### src/rtl/ac97_link_scheduler.sv
// AC97 link scheduler: builds and serializes 256-bit frames on sync/sdata_out,
// arbitrates the register-command channel (slots 1/2) between two requesters
// round-robin, and pulls stereo PCM (slots 3/4) through a valid/ready handshake.
// Optional macro AC97_READBACK_EN adds capture of codec register read data
// (rd_valid/rd_addr/rd_data) from sdata_in.
module ac97_link_scheduler #(
  parameter int unsigned PCM_W     = 20,
  parameter int unsigned SYNC_BITS = 16,
  parameter int unsigned UF_W      = 16
) (
  input  logic             raw_bit_clk,
  input  logic             reset_b,
  input  logic             codec_ready,
  input  logic [1:0]       cmd_req,
  input  logic [1:0]       cmd_rd,
  input  logic [13:0]      cmd_addr,
  input  logic [31:0]      cmd_data,
  output logic [1:0]       cmd_ack,
  input  logic             pcm_valid,
  input  logic [PCM_W-1:0] pcm_left,
  input  logic [PCM_W-1:0] pcm_right,
  output logic             pcm_ready,
  output logic             sync,
  output logic             sdata_out,
  input  logic             sdata_in,
  output logic             frame_start,
  output logic [UF_W-1:0]  underflow_cnt
`ifdef AC97_READBACK_EN
  ,
  output logic             rd_valid,
  output logic [6:0]       rd_addr,
  output logic [15:0]      rd_data
`endif
);

  logic [7:0]      k_q, k_d;
  logic            load;
  logic [255:0]    shift_q, shift_d;
  logic            sdata_q, sdata_d;
  logic            sync_q, sync_d;
  logic            fs_q, fs_d;
  logic [1:0]      ack_q, ack_d;
  logic            ready_q, ready_d;
  logic            ptr_q, ptr_d;
  logic [UF_W-1:0] uf_q, uf_d;

  logic [1:0]      grant;
  logic            gnt_idx;
  logic            have_cmd;
  logic            sel_rd;
  logic [6:0]      sel_addr;
  logic [15:0]     sel_data;
  logic [15:0]     tag;
  logic [19:0]     slot1, slot2, left20, right20;
  logic [255:0]    frame_new;

  // Frame load happens on the edge where the bit index wraps 255 -> 0.
  assign load = (k_q == 8'hFF);
  assign k_d  = k_q + 8'd1;

  // Round-robin grant: the pointer only breaks ties when both are requesting.
  always_comb begin
    if (cmd_req == 2'b11) begin
      grant = ptr_q ? 2'b10 : 2'b01;
    end else begin
      grant = cmd_req;
    end
    gnt_idx  = grant[1];
    have_cmd = |cmd_req;
    sel_rd   = cmd_rd[gnt_idx];
    sel_addr = gnt_idx ? cmd_addr[13:7] : cmd_addr[6:0];
    sel_data = gnt_idx ? cmd_data[31:16] : cmd_data[15:0];
  end

  // Assemble the next frame image; a codec that is not ready gets all zeros.
  always_comb begin
    left20  = '0;
    right20 = '0;
    if (pcm_valid) begin
      // Narrow samples are MSB-aligned with zero fill below.
      left20[19 -: PCM_W]  = pcm_left;
      right20[19 -: PCM_W] = pcm_right;
    end
    tag       = {1'b1, have_cmd, have_cmd & ~sel_rd, pcm_valid, pcm_valid, 11'b0};
    slot1     = have_cmd ? {sel_rd, sel_addr, 12'b0} : 20'b0;
    slot2     = (have_cmd && !sel_rd) ? {sel_data, 4'b0} : 20'b0;
    frame_new = '0;
    if (codec_ready) begin
      frame_new = {tag, slot1, slot2, left20, right20, 160'b0};
    end
  end

  // Next state: shift out the frame, and on load latch a new frame and handshakes.
  always_comb begin
    sync_d  = (32'(k_d) < SYNC_BITS);
    shift_d = {shift_q[254:0], 1'b0};
    sdata_d = shift_q[255];
    fs_d    = 1'b0;
    ack_d   = 2'b00;
    ready_d = 1'b0;
    ptr_d   = ptr_q;
    uf_d    = uf_q;
    if (load) begin
      shift_d = {frame_new[254:0], 1'b0};
      sdata_d = frame_new[255];
      fs_d    = 1'b1;
      if (codec_ready) begin
        ack_d   = grant;
        ready_d = pcm_valid;
        if (have_cmd) begin
          ptr_d = ~gnt_idx;
        end
        if (!pcm_valid && (uf_q != '1)) begin
          uf_d = uf_q + UF_W'(1);
        end
      end
    end
  end

  // State registers; reset abandons any partial frame and restarts at bit 0.
  always_ff @(posedge raw_bit_clk or negedge reset_b) begin
    if (!reset_b) begin
      k_q     <= 8'hFF;
      shift_q <= '0;
      sdata_q <= 1'b0;
      sync_q  <= 1'b0;
      fs_q    <= 1'b0;
      ack_q   <= 2'b00;
      ready_q <= 1'b0;
      ptr_q   <= 1'b0;
      uf_q    <= '0;
    end else begin
      k_q     <= k_d;
      shift_q <= shift_d;
      sdata_q <= sdata_d;
      sync_q  <= sync_d;
      fs_q    <= fs_d;
      ack_q   <= ack_d;
      ready_q <= ready_d;
      ptr_q   <= ptr_d;
      uf_q    <= uf_d;
    end
  end

  assign sync          = sync_q;
  assign sdata_out     = sdata_q;
  assign frame_start   = fs_q;
  assign cmd_ack       = ack_q;
  assign pcm_ready     = ready_q;
  assign underflow_cnt = uf_q;

`ifdef AC97_READBACK_EN
  // Incoming bits 0..55 cover tag, slot 1 and slot 2; bit j lands at in_sr[55-j].
  logic [55:0] in_sr_q, in_sr_d;
  logic        rd_valid_q, rd_valid_d;
  logic [6:0]  rd_addr_q, rd_addr_d;
  logic [15:0] rd_data_q, rd_data_d;
  logic        unused_in_sr;

  assign unused_in_sr = ^{in_sr_q[52:39], in_sr_q[31:20], in_sr_q[3:0]};

  // Capture incoming slots and publish a read result at k=57 when tagged valid.
  always_comb begin
    in_sr_d    = in_sr_q;
    rd_valid_d = 1'b0;
    rd_addr_d  = rd_addr_q;
    rd_data_d  = rd_data_q;
    if (k_q <= 8'd55) begin
      in_sr_d = {in_sr_q[54:0], sdata_in};
    end
    if ((k_q == 8'd56) && (&in_sr_q[55:53])) begin
      rd_valid_d = 1'b1;
      rd_addr_d  = in_sr_q[38:32];
      rd_data_d  = in_sr_q[19:4];
    end
  end

  // Readback registers.
  always_ff @(posedge raw_bit_clk or negedge reset_b) begin
    if (!reset_b) begin
      in_sr_q    <= '0;
      rd_valid_q <= 1'b0;
      rd_addr_q  <= '0;
      rd_data_q  <= '0;
    end else begin
      in_sr_q    <= in_sr_d;
      rd_valid_q <= rd_valid_d;
      rd_addr_q  <= rd_addr_d;
      rd_data_q  <= rd_data_d;
    end
  end

  assign rd_valid = rd_valid_q;
  assign rd_addr  = rd_addr_q;
  assign rd_data  = rd_data_q;
`else
  logic unused_sdata_in;
  assign unused_sdata_in = sdata_in;
`endif

endmodule

### config.mk
export PLATFORM = sky130hd
export DESIGN_NAME = ac97_link_scheduler
export DESIGN_NICKNAME = d
export VERILOG_FILES = /design/src/rtl/ac97_link_scheduler.sv
export SDC_FILE = /design/constraint.sdc
export NUM_CORES = 1
export LEC_CHECK = 0
export ABC_CLOCK_PERIOD_IN_PS = 2600
export BUFFER_PORTS_ARGS = -buffer_cell sky130_fd_sc_hd__buf_2
export CAP_MARGIN = 5
export CORE_MARGIN = 2
export CORE_UTILIZATION = 25
export DETAILED_ROUTE_END_ITERATION = 8
export PLACE_DENSITY = 0.53
export SYNTH_ARGS = -nofsm -noshare
export SYNTH_HDL_FRONTEND = slang
export SYNTH_SLANG_ARGS = --single-unit
### constraint.sdc
create_clock -name raw_bit_clk -period 2.6 [get_ports raw_bit_clk]
set_input_delay 0.26 -clock raw_bit_clk [delete_from_list [all_inputs] [get_ports raw_bit_clk]]
set_output_delay 0.26 -clock raw_bit_clk [all_outputs]
set_load 0.02 [all_outputs]
==> out/qor.csv, run 1 <==
stage;metric;value;unit
die;row count;51;
placed_design;HPWL Detailed;7450;um
die;Die ar.;21200;sq um
power_and_ir_drop;Clk network pwr share;0.515;
worst_hold_path;Hold Crit Class;primary input to register;
cells_and_area;Area Overhead vs Synth;29.1;%
global_route;initial antenna violation count;2;
die;# IOs;117;
power_and_ir_drop;Seq pwr share;0.448;
clocking;post-cts sizing count;0;
clocking;clock sink total;126;
setup_path;crit path max fanout;17;
cells_and_area;ratio of cells with drive above 1 in the final layout;0.330;
cells_and_area;commonest cells after routing, fill and taps aside;dfrtp_1, buf_2, a22o_1;
die;Initial Util;0.256;
synth;Post-Syn Area per Cell;12.9;sq um
power_and_ir_drop;Max rail drop VDD;0.000446;V
power_and_ir_drop;Static Leak;0.00329;uW
setup_path;worst endpoint required time;2900;ps
cells_and_area;Fillers;1991;
timing;Post-Route Setup TNS;0;ps
power_and_ir_drop;Gate power share;0.037;
synth;syn_nets;485;
placed_design;RD Place Congestion;0.774;
setup_path;Crit-path slowest cell;dfstp_2;
timing;Hold Fails Final Rpt;0;
routing;Pre-Repair DR Iteration Count;4;
setup_path;crit-path cells;ha_1, nand4_4, nor3_2, o211ai_2, o21ai_0;
routing;drt via density;4.27;
timing;Max Slew Vio Count;0;
setup_path;critical path startpoint category;register;
routing;DRT Wirelength;11000;um
timing;fin crit share;0.803;
power_and_ir_drop;Cell Pwr Density;677;nW/um^2
timing;Period minus WS final;2090;ps
routing;routed wl met3;643;um
clocking;htree depth;4;
cells_and_area;Final Non-Filler Cells;789;
setup_path;worst path arrival time;2390;ps
synth;sequential fraction of the synthesis area;0.631;
die;die height;146;um
timing;Setup Viol. Count Final;0;
synth;synthesized area;5010;sq um
timing;Slew headroom;0.424;
placed_design;Port Buffers;115;
routing;highest metal used;met5;
synth;synth unique cells;46;
clocking;CTS tree;built;
setup_path;Crit path max-delay family;compound AO/OA/AOI/OAI gates;
run;max-cap check violation count;0;
synth;Post-synth EDFFs;0;
power_and_ir_drop;internal power;3460;uW
power_and_ir_drop;P_sw;919;uW
global_route;gr usage total;0.110;
clocking;CTS clk-pin slew, worst paths;60;ps
placed_design;Placed Cells;754;
timing;Slew @ Worst Pin;864;ps
routing;routed len/inst;14.0;um
clocking;CTS root buffer;clkbuf_16;
routing;WL met1;5120;um
cells_and_area;Final #Nets;606;
worst_hold_path;WHS Path Cells;2;
global_route;number of global-route vias before repair;3650;
global_route;largest net degree at the start of global routing;96;
timing;max frequency;479;MHz
synth;synth warn;0;
routing;Antenna Nets Post-Route;0;
setup_path;WP depth;5;
synth;post-synthesis register bit count;126;
timing;clk_skew;6.87;ps
cells_and_area;Multi-input gate area;1720;sq um
cells_and_area;most common cell after layout, fill and taps aside;dfrtp_1;
synth;Async SR Flop Fraction;1.00;
routing;Starting DRT DRC Count;169;
run_status;status;complete, no violations;
die;die width;146;um
global_route;gr ovfl total;0;
routing;metal2 WL;5210;um
power_and_ir_drop;sw frac;0.210;
setup_path;Crit. End Element;register;
setup_path;Worst Path Buf+Inv;0;
clocking;setup bufs post-CTS;0;
global_route;first-pass GRT wire length;18700;um
synth;Cells after Synth;388;
routing;via count;3372;
setup_path;reg2reg path depth;5;
clocking;CTS Buffer Depth;2;
clocking;CTS buffer count;17;
routing;DRC viols;0;
timing;RSZ-0062 raised after global routing;false;
cells_and_area;Register Area;3160;sq um
setup_path;crit path kind;register to register;
timing;worst hold slack;68.6;ps
clocking;clk_lat worst skew;410;ps
setup_path;CP peak stage delay;550;ps
die;core box area;19600;sq um
synth;Primary FF master, synth;dfrtp_1;
-- metrics by stage --
step                      power [uW]  setup slack [ps]   util  area, sq um
after global routing            4580               349  0.330         6460
after global placement          2160               514  0.301         5890
after detailed placement        2160               471  0.301         5890
after floorplan                 2030               732      -         5010
after CTS                       4460               479  0.330         6460
final                           4380               513  0.330         6470
-- metal layers --
| layer | vias up | global-route usage |
|---|---|---|
| met5 | - | 0 |
| met4 | 2 | 0.0299 |
| met3 | 7 | 0.0451 |
| met1 | 1674 | 0.141 |
| li1 | 1618 | - |
| met2 | 71 | 0.173 |
-- worst paths after layout --
path / startpoint / to / slack (ps)
hold / removal: pcm_right[17] / shift_q[178] / 70
setup reg to reg: k_q[0] / shift_q[208] / 510
setup / recovery: k_q[0] / shift_q[208] / 510
min in group asynchronous: reset_b / shift_q[211] / 440
hold reg to reg: shift_q[255] / sdata_out / 440
max in group asynchronous: reset_b / shift_q[169] / 1450
-- flip-flops by register name (all words and copies together) (netlist names) --
signal,flops
shift_q,95
sdata_out,1
cmd_ack,2
k_q,8
pcm_ready,1
sync,1
underflow_cnt,16
ptr_q,1
frame_start,1
-- synth_stat cells (2+ instances only) --
library cell | n | area, sq um
a211oi_1 | 3 | 22.5
a21o_1 | 3 | 22.5
a22o_1 | 39 | 342
a31oi_1 | 3 | 18.8
and2_1 | 30 | 188
and3_1 | 3 | 18.8
and4_1 | 3 | 26.3
buf_2 | 4 | 20.0
buf_4 | 5 | 37.5
buf_6 | 2 | 22.5
clkbuf_1 | 9 | 33.8
dfrtp_1 | 118 | 2950
dfstp_2 | 8 | 210
ha_1 | 2 | 25.0
inv_1 | 7 | 26.3
mux2i_1 | 24 | 240
nand2_1 | 39 | 146
nand3_1 | 8 | 40.0
nand3b_1 | 2 | 15.0
nand4_1 | 4 | 25.0
nor2_1 | 5 | 18.8
nor3_1 | 2 | 10.0
o21ai_0 | 25 | 125
xnor2_1 | 13 | 114
xor2_1 | 6 | 52.6
-- power groups by stage --
stage,Sequential (uW),Combinational [uW],Clock [uW]
final,1960,160,2260
after floorplan,2000,35.8,0
after global routing,1960,183,2430
after detailed placement,2000,166,0
after CTS,1960,167,2330
after global placement,2000,161,0
-- cell families (layout without fill, tap and decap cells) --
group	Yosys count	after routing	synth area share
flops	126	126	0.631
simple gates	107	107	0.128
compound gates	82	82	0.124
buf+inv	27	161	0.0280
mux	25	25	0.0502
xor+xnor	19	19	0.0332
fa+ha+maj	2	2	0.00499
other cells	0	2	0
-- final cells by class --
cell class                 count  share of cell area
timing repair buffer         122               0.102
sequential                   126               0.489
multi-input combinational    235               0.266
clock buffer                  20              0.0691
antenna                        2            0.000774
clock inverter                12              0.0186
tap                          265              0.0513
inverter                       7             0.00406
-- repair_timing --
item / 4_1_cts / 5_1_grt
setup endpoints to repair: 0 / 0
hold buffers: 1 / 0
endpoints found under the hold margin: 39 / 0
Note: power is estimated with default switching activity, not from simulation.
==> run 2, diff against run 1 <==
- ABC_AREA: not set -> 1
- ABC_CLOCK_PERIOD_IN_PS: 2600 -> 2100
- clock period: 2.6 -> 2.1 ns (I/O delays scaled with it)
==> run 2 against run 1 <==
  * Via count is 30% higher
  * Die area grew 6.8%
  * Count of clock-buffer cells in the layout down 1
  * Hold slack got worse by 11 ps
  * Critical path type unchanged
  * Largest cell class unchanged
==> out/qor.csv, run 2 <==
stage;metric;value;unit;change
setup_path;worst path arrival time;2280;ps;was 2390 ps
timing;fin crit share;0.917;;was 0.803
die;Die ar.;22600;sq um;was 21200 sq um
clocking;clock sink total;126;;unchanged
routing;DRT Wirelength;12500;um;was 11000 um
die;row count;53;;was 51
timing;clk_skew;12.0;ps;was 6.87 ps
routing;drt via density;3.97;;was 4.27
timing;Slew headroom;0.695;;was 0.424
synth;synth unique cells;27;;was 46
synth;top post-synthesis cells by count;nand2_1, dfrtp_1, nor2_1, inv_1, nand3_1;;was dfrtp_1, a22o_1, nand2_1, and2_1, o21ai_0
cells_and_area;Area Overhead vs Synth;37.3;%;was 29.1%
routing;DRC viols;0;;unchanged
timing;max frequency;519;MHz;was 479 MHz
clocking;CTS root buffer;clkbuf_16;;unchanged
timing;Period minus WS final;1930;ps;was 2090 ps
routing;via count;4371;;was 3372
timing;Slew @ Worst Pin;457;ps;was 864 ps
power_and_ir_drop;Cell Pwr Density;796;nW/um^2;was 677 nW/um^2
routing;Starting DRT DRC Count;211;;was 169
synth;post-synthesis register bit count;126;;unchanged
setup_path;Crit. End Element;register;;unchanged
global_route;gr ovfl total;0;;unchanged
global_route;initial antenna violation count;0;;was 2
synth;synthesized area;5360;sq um;was 5010 sq um
placed_design;RD Place Congestion;0.781;;was 0.774
timing;RSZ-0062 raised after global routing;false;;unchanged
cells_and_area;Fillers;2157;;was 1991
global_route;gr usage total;0.117;;was 0.110
timing;Setup Viol. Count Final;0;;unchanged
clocking;CTS Buffer Depth;2;;unchanged
synth;syn_nets;742;;was 485
clocking;CTS tree;built;;unchanged
run;max-cap check violation count;0;;unchanged
synth;Async SR Flop Fraction;1.00;;unchanged
clocking;CTS buffer count;17;;unchanged
timing;Max Slew Vio Count;0;;unchanged
setup_path;cell mode on critical path;nand2_1;;
die;# IOs;117;;unchanged
power_and_ir_drop;Static Leak;0.00396;uW;was 0.00329 uW
synth;Post-synth EDFFs;0;;unchanged
cells_and_area;ratio of cells with drive above 1 in the final layout;0.228;;was 0.330
run_status;status;complete, no violations;;unchanged
setup_path;critical path startpoint category;register;;unchanged
synth;Primary FF master, synth;dfrtp_1;;unchanged
routing;Pre-Repair DR Iteration Count;4;;unchanged
routing;routed len/inst;11.3;um;was 14.0 um
setup_path;crit path kind;register to register;;unchanged
synth;Cells after Synth;645;;was 388
timing;Hold Fails Final Rpt;0;;unchanged
synth;Post-Syn Area per Cell;8.31;sq um;was 12.9 sq um
placed_design;Port Buffers;115;;unchanged
clocking;clk_lat worst skew;420;ps;was 410 ps
synth;sequential fraction of the synthesis area;0.590;;was 0.631
synth;post-synth top area share;0.551;;was 0.589
cells_and_area;max FFs per register;95;;unchanged
worst_hold_path;Hold Crit Class;primary input to register;;unchanged
cells_and_area;register with the most flip-flops;shift_q;;unchanged
placed_design;HPWL Detailed;8170;um;was 7450 um
synth;most frequent cell after synthesis;nand2_1;;was dfrtp_1
setup_path;worst endpoint required time;2450;ps;was 2900 ps
setup_path;crit-path cells;ha_1, nand2_1, nor2_2, nand3_4, inv_2, nand2_1, inv_2, buf_12, nand2_1, nand2_1;;was ha_1, nand4_4, nor3_2, o211ai_2, o21ai_0
setup_path;CP peak stage delay;540;ps;was 550 ps
setup_path;Crit-path slowest cell;dfstp_2;;unchanged
clocking;CTS clk-pin slew, worst paths;60;ps;about the same
cells_and_area;most common cell after layout, fill and taps aside;nand2_1;;was dfrtp_1
setup_path;crit path max fanout;29;;was 17
cells_and_area;final core utilization;0.350;;was 0.330
power_and_ir_drop;Max rail drop VDD;0.000529;V;was 0.000446 V
clocking;htree depth;4;;unchanged
synth;synth warn;0;;unchanged
die;Initial Util;0.255;;was 0.256
cells_and_area;diodes inserted;0;;was 2
routing;Antenna Nets Post-Route;0;;unchanged
global_route;number of global-route vias before repair;4267;;was 3650
synth;largest cells by area after synthesis;dfrtp_1, nand2_1, dfstp_2;;was dfrtp_1, a22o_1, mux2i_1
timing;Post-Route Setup TNS;0;ps;unchanged
cells_and_area;commonest cells after routing, fill and taps aside;nand2_1, dfrtp_1, buf_2;;was dfrtp_1, buf_2, a22o_1
global_route;largest net degree at the start of global routing;59;;was 96
cells_and_area;Final #Nets;909;;was 606
global_route;first-pass GRT wire length;20600;um;was 18700 um
die;die width;150;um;was 146 um
die;core box area;21000;sq um;was 19600 sq um
clocking;post-cts sizing count;0;;unchanged
synth;area leader, netlist;dfrtp_1;;unchanged
die;die height;150;um;was 146 um
setup_path;r2r setup slk;170;ps;was 510 ps
[run 2: cell families (layout without fill, tap and decap cells)]
kind of cell / count (synthesis) / count (layout) / synth area share
AO/OA/AOI/OAI: 11 / 11 / 0.0135
adder cells (fa/ha/maj): 2 / 2 / 0.00467
AND/OR/NAND/NOR: 423 / 423 / 0.319
buffers and inverters: 73 / 253 / 0.0565
flip-flops: 126 / 126 / 0.590
XOR/XNOR: 10 / 10 / 0.0163
[run 2: report_power, final]
part | total [uW] | leakage (uW) | switching (uW) | internal (uW)
clock | 3170 | 0.000302 | 1120 | 2050
combinational | 261 | 0.00214 | 123 | 138
sequential | 2430 | 0.00151 | 0 | 2430
total | 5860 | 0.00396 | 1240 | 4620
[run 2: area by class of cell]
| cell class | instances | area, sq um | area share |
|---|---|---|---|
| tap | 275 | 344 | 0.0467 |
| inverter | 53 | 199 | 0.0270 |
| multi-input combinational | 446 | 1900 | 0.258 |
| timing repair buffer | 168 | 1120 | 0.152 |
| sequential | 126 | 3160 | 0.429 |
| clock buffer | 19 | 453 | 0.0615 |
| clock inverter | 13 | 186 | 0.0253 |
[run 2: critical path, delay by kind of cell (launching register included)]
kind / cells / cell delay, ps
simple gates: 6 / 700
flops: 1 / 540
buf+inv: 3 / 460
fa+ha+maj: 1 / 180
[run 2: worst paths after layout]
kind,start,cells after the start,to
setup / recovery,k_q[0],10,shift_q[170]
hold / removal,cmd_req[0],3,cmd_ack[0]
setup reg to reg,k_q[0],10,shift_q[170]
hold reg to reg,shift_q[178],2,shift_q[179]
max in group asynchronous,reset_b,3,k_q[1]
min in group asynchronous,reset_b,2,underflow_cnt[5]
[run 2: through the flow]
step,area [sq um],worst slack (ps),instances,hold slack [ps],total power [uW]
2_1_floorplan,5360,340,645,-85.6,2520
3_3_place_gp,6310,191,1027,183,2680
3_5_place_dp,6310,167,1027,178,2680
4_1_cts,7360,165,1100,34.6,5970
5_1_grt,7360,13.3,1100,59.2,6090
6_report,7360,175,1100,57.8,5860
[run 2: repair_timing]
item / in CTS / in global routing
buffers inserted: 0 / 0
hold endpoints to repair: 81 / 0
hold buffers: 41 / 0
[run 2: routing by layer]
layer | track usage | up-vias | wire length, um
met5 | 0 | - | 0
met4 | 0.0481 | 0 | 187
met3 | 0.0306 | 12 | 621
met2 | 0.179 | 100 | 5570
met1 | 0.156 | 1984 | 6080
li1 | - | 2275 | -
==> run 3, diff against run 2 <==
- ABC_CLOCK_PERIOD_IN_PS: 2100 -> 2400
- clock period: 2.1 -> 2.4 ns (I/O delays scaled with it)
==> run 3 against run 2 <==
  * Register-to-register slack gained 300 ps
  * Routed wire length is 4.4% lower
  * Count of clock-buffer cells in the layout increased by 2
  * Critical endpoint is now shift_q[198]
  * Largest power group unchanged
==> out/qor.csv, run 3 (same netlist as run 2, synthesis figures left out) <==
stage;metric;value;unit;change
clocking;CTS Buffer Depth;2;;unchanged
timing;Period minus WS final;1930;ps;about the same
run;max-cap check violation count;0;;unchanged
cells_and_area;cell area after layout;7010;sq um;was 7360 sq um
routing;DRT Wirelength;11900;um;was 12500 um
clocking;CTS tree;built;;unchanged
placed_design;Placed Cells;1025;;was 1027
timing;fin crit share;0.803;;was 0.917
setup_path;crit path max fanout;40;;was 29
clocking;CTS root buffer;clkbuf_16;;unchanged
die;Initial Util;0.255;;unchanged
cells_and_area;Final #Nets;867;;was 909
routing;DRC viols;0;;unchanged
clocking;clk_lat worst skew;410;ps;was 420 ps
global_route;largest net degree at the start of global routing;55;;was 59
setup_path;cell mode on critical path;nand2_1;;unchanged
setup_path;reg2reg path depth;10;;unchanged
timing;Slew headroom;0.677;;was 0.695
worst_hold_path;Worst Hold End;shift_q[173];;was cmd_ack[0]
setup_path;worst path arrival time;2270;ps;was 2280 ps
setup_path;crit-path cells;ha_1, nand2_1, nor2_2, nand3_4, inv_2, nand2_1, inv_2, buf_12, nand2_1, nand2_1;;unchanged
power_and_ir_drop;Max rail drop VDD;0.000456;V;was 0.000529 V
cells_and_area;Area Overhead vs Synth;30.7;%;was 37.3%
die;die width;150;um;unchanged
timing;Post-Route Setup TNS;0;ps;unchanged
setup_path;critical path startpoint category;register;;unchanged
die;die height;150;um;unchanged
routing;Antenna Nets Post-Route;0;;unchanged
clocking;clock sink total;126;;unchanged
setup_path;RR Endpoint;shift_q[198];;was shift_q[170]
timing;Setup Viol. Count Final;0;;unchanged
clocking;CTS clk-pin slew, worst paths;60;ps;about the same
placed_design;Port Buffers;115;;unchanged
power_and_ir_drop;Cell Pwr Density;775;nW/um^2;was 796 nW/um^2
worst_hold_path;WHS Path Cells;3;;unchanged
setup_path;r2r setup slk;470;ps;was 170 ps
timing;Slew @ Worst Pin;485;ps;was 457 ps
cells_and_area;register with the most flip-flops;shift_q;;unchanged
setup_path;worst endpoint required time;2750;ps;was 2450 ps
routing;drt via density;3.95;;was 3.97
setup_path;crit path kind;register to register;;unchanged
global_route;gr ovfl total;0;;unchanged
worst_hold_path;Hold Crit Class;primary input to register;;unchanged
die;Die ar.;22600;sq um;unchanged
placed_design;HPWL Detailed;7990;um;was 8170 um
placed_design;Cell Area, Placed;6290;sq um;was 6310 sq um
die;core box area;21000;sq um;unchanged
timing;RSZ-0062 raised after global routing;false;;unchanged
routing;via count;4182;;was 4371
setup_path;Crit. End Element;register;;unchanged
power_and_ir_drop;Static Leak;0.00381;uW;was 0.00396 uW
timing;clk_skew;4.70;ps;was 12.0 ps
die;row count;53;;unchanged
global_route;first-pass GRT wire length;19700;um;was 20600 um
timing;worst hold slack;21.1;ps;was 57.8 ps
routing;routed len/inst;11.3;um;about the same
global_route;gr usage total;0.112;;was 0.117
worst_hold_path;Hold Startpoint;pcm_right[12];;was cmd_req[0]
routing;Starting DRT DRC Count;193;;was 211
cells_and_area;most common cell after layout, fill and taps aside;nand2_1;;unchanged
clocking;htree depth;4;;unchanged
setup_path;Crit-path slowest cell;dfstp_2;;unchanged
global_route;initial antenna violation count;1;;was 0
setup_path;CP peak stage delay;540;ps;about the same
cells_and_area;max FFs per register;95;;unchanged
placed_design;RD Place Congestion;0.784;;was 0.781
clocking;CTS buffer count;17;;unchanged
timing;max frequency;519;MHz;about the same
setup_path;Worst R2R Start;k_q[0];;unchanged
global_route;number of global-route vias before repair;4027;;was 4267
die;# IOs;117;;unchanged
run_status;status;complete, no violations;;unchanged
cells_and_area;commonest cells after routing, fill and taps aside;nand2_1, dfrtp_1, buf_2;;unchanged
cells_and_area;ratio of cells with drive above 1 in the final layout;0.234;;was 0.228
timing;Max Slew Vio Count;0;;unchanged
cells_and_area;Final Non-Filler Cells;1059;;was 1100
timing;Hold Fails Final Rpt;0;;unchanged
clocking;setup bufs post-CTS;0;;unchanged
routing;Pre-Repair DR Iteration Count;6;;was 4
## run 3: power breakdown
part	switching [uW]	total, uW	leakage [uW]	internal (uW)
logic	97.9	174	0.00196	76.0
registers	0	2130	0.00151	2130
clock network	948	3130	0.000338	2180
## run 3: area by class of cell
cell class              instances  area (sq um)
fillers                      2254         14000
flip-flops and latches        126          3160
multi-input cells             446          1900
repair buffers                126           692
clock buffers                  21           450
well taps                     275           344
clock inverters                11           260
inverters                      53           199
diodes                          1          2.50
## run 3: metal layers
| layer | track usage | wire length [um] | vias up |
|---|---|---|---|
| met1 | 0.148 | 5880 | 1887 |
| li1 | - | - | 2191 |
| met5 | 0 | 0 | - |
| met3 | 0.0370 | 776 | 13 |
| met4 | 0.0425 | 197 | 0 |
| met2 | 0.169 | 5060 | 91 |
## run 3: worst max path at each step
stage           start      endpoint  cells after the start
3_3_place_gp   k_q[0]  shift_q[197]                     10
3_5_place_dp   k_q[0]  shift_q[195]                     10
4_1_cts        k_q[0]  shift_q[170]                     10
5_1_grt        k_q[0]  shift_q[197]                     10
6_report       k_q[0]  shift_q[198]                     10
2_1_floorplan  k_q[0]  shift_q[212]                     10
## run 3: what timing repair did
| item | in CTS | in global routing |
|---|---|---|
| hold endpoints to repair | 48 | 0 |
| hold buffers | 1 | 0 |
| resized for setup | 0 | 0 |
## run 3: per-stage QoR
| step | setup WS (ps) | utilization | power (uW) |
|---|---|---|---|
| floorplan | 640 | - | 2200 |
| global placement | 453 | 0.299 | 2340 |
| detailed placement | 422 | 0.299 | 2340 |
| CTS | 409 | 0.333 | 5510 |
| global route | 239 | 0.333 | 5620 |
| finish | 473 | 0.333 | 5430 |
## run 3: worst max-delay path, delay by kind of cell (launching register included)
family / cells / cell delay, ps
adder cells (fa/ha/maj): 1 / 180
buffers and inverters: 3 / 430
flip-flops: 1 / 540
AND/OR/NAND/NOR: 6 / 680
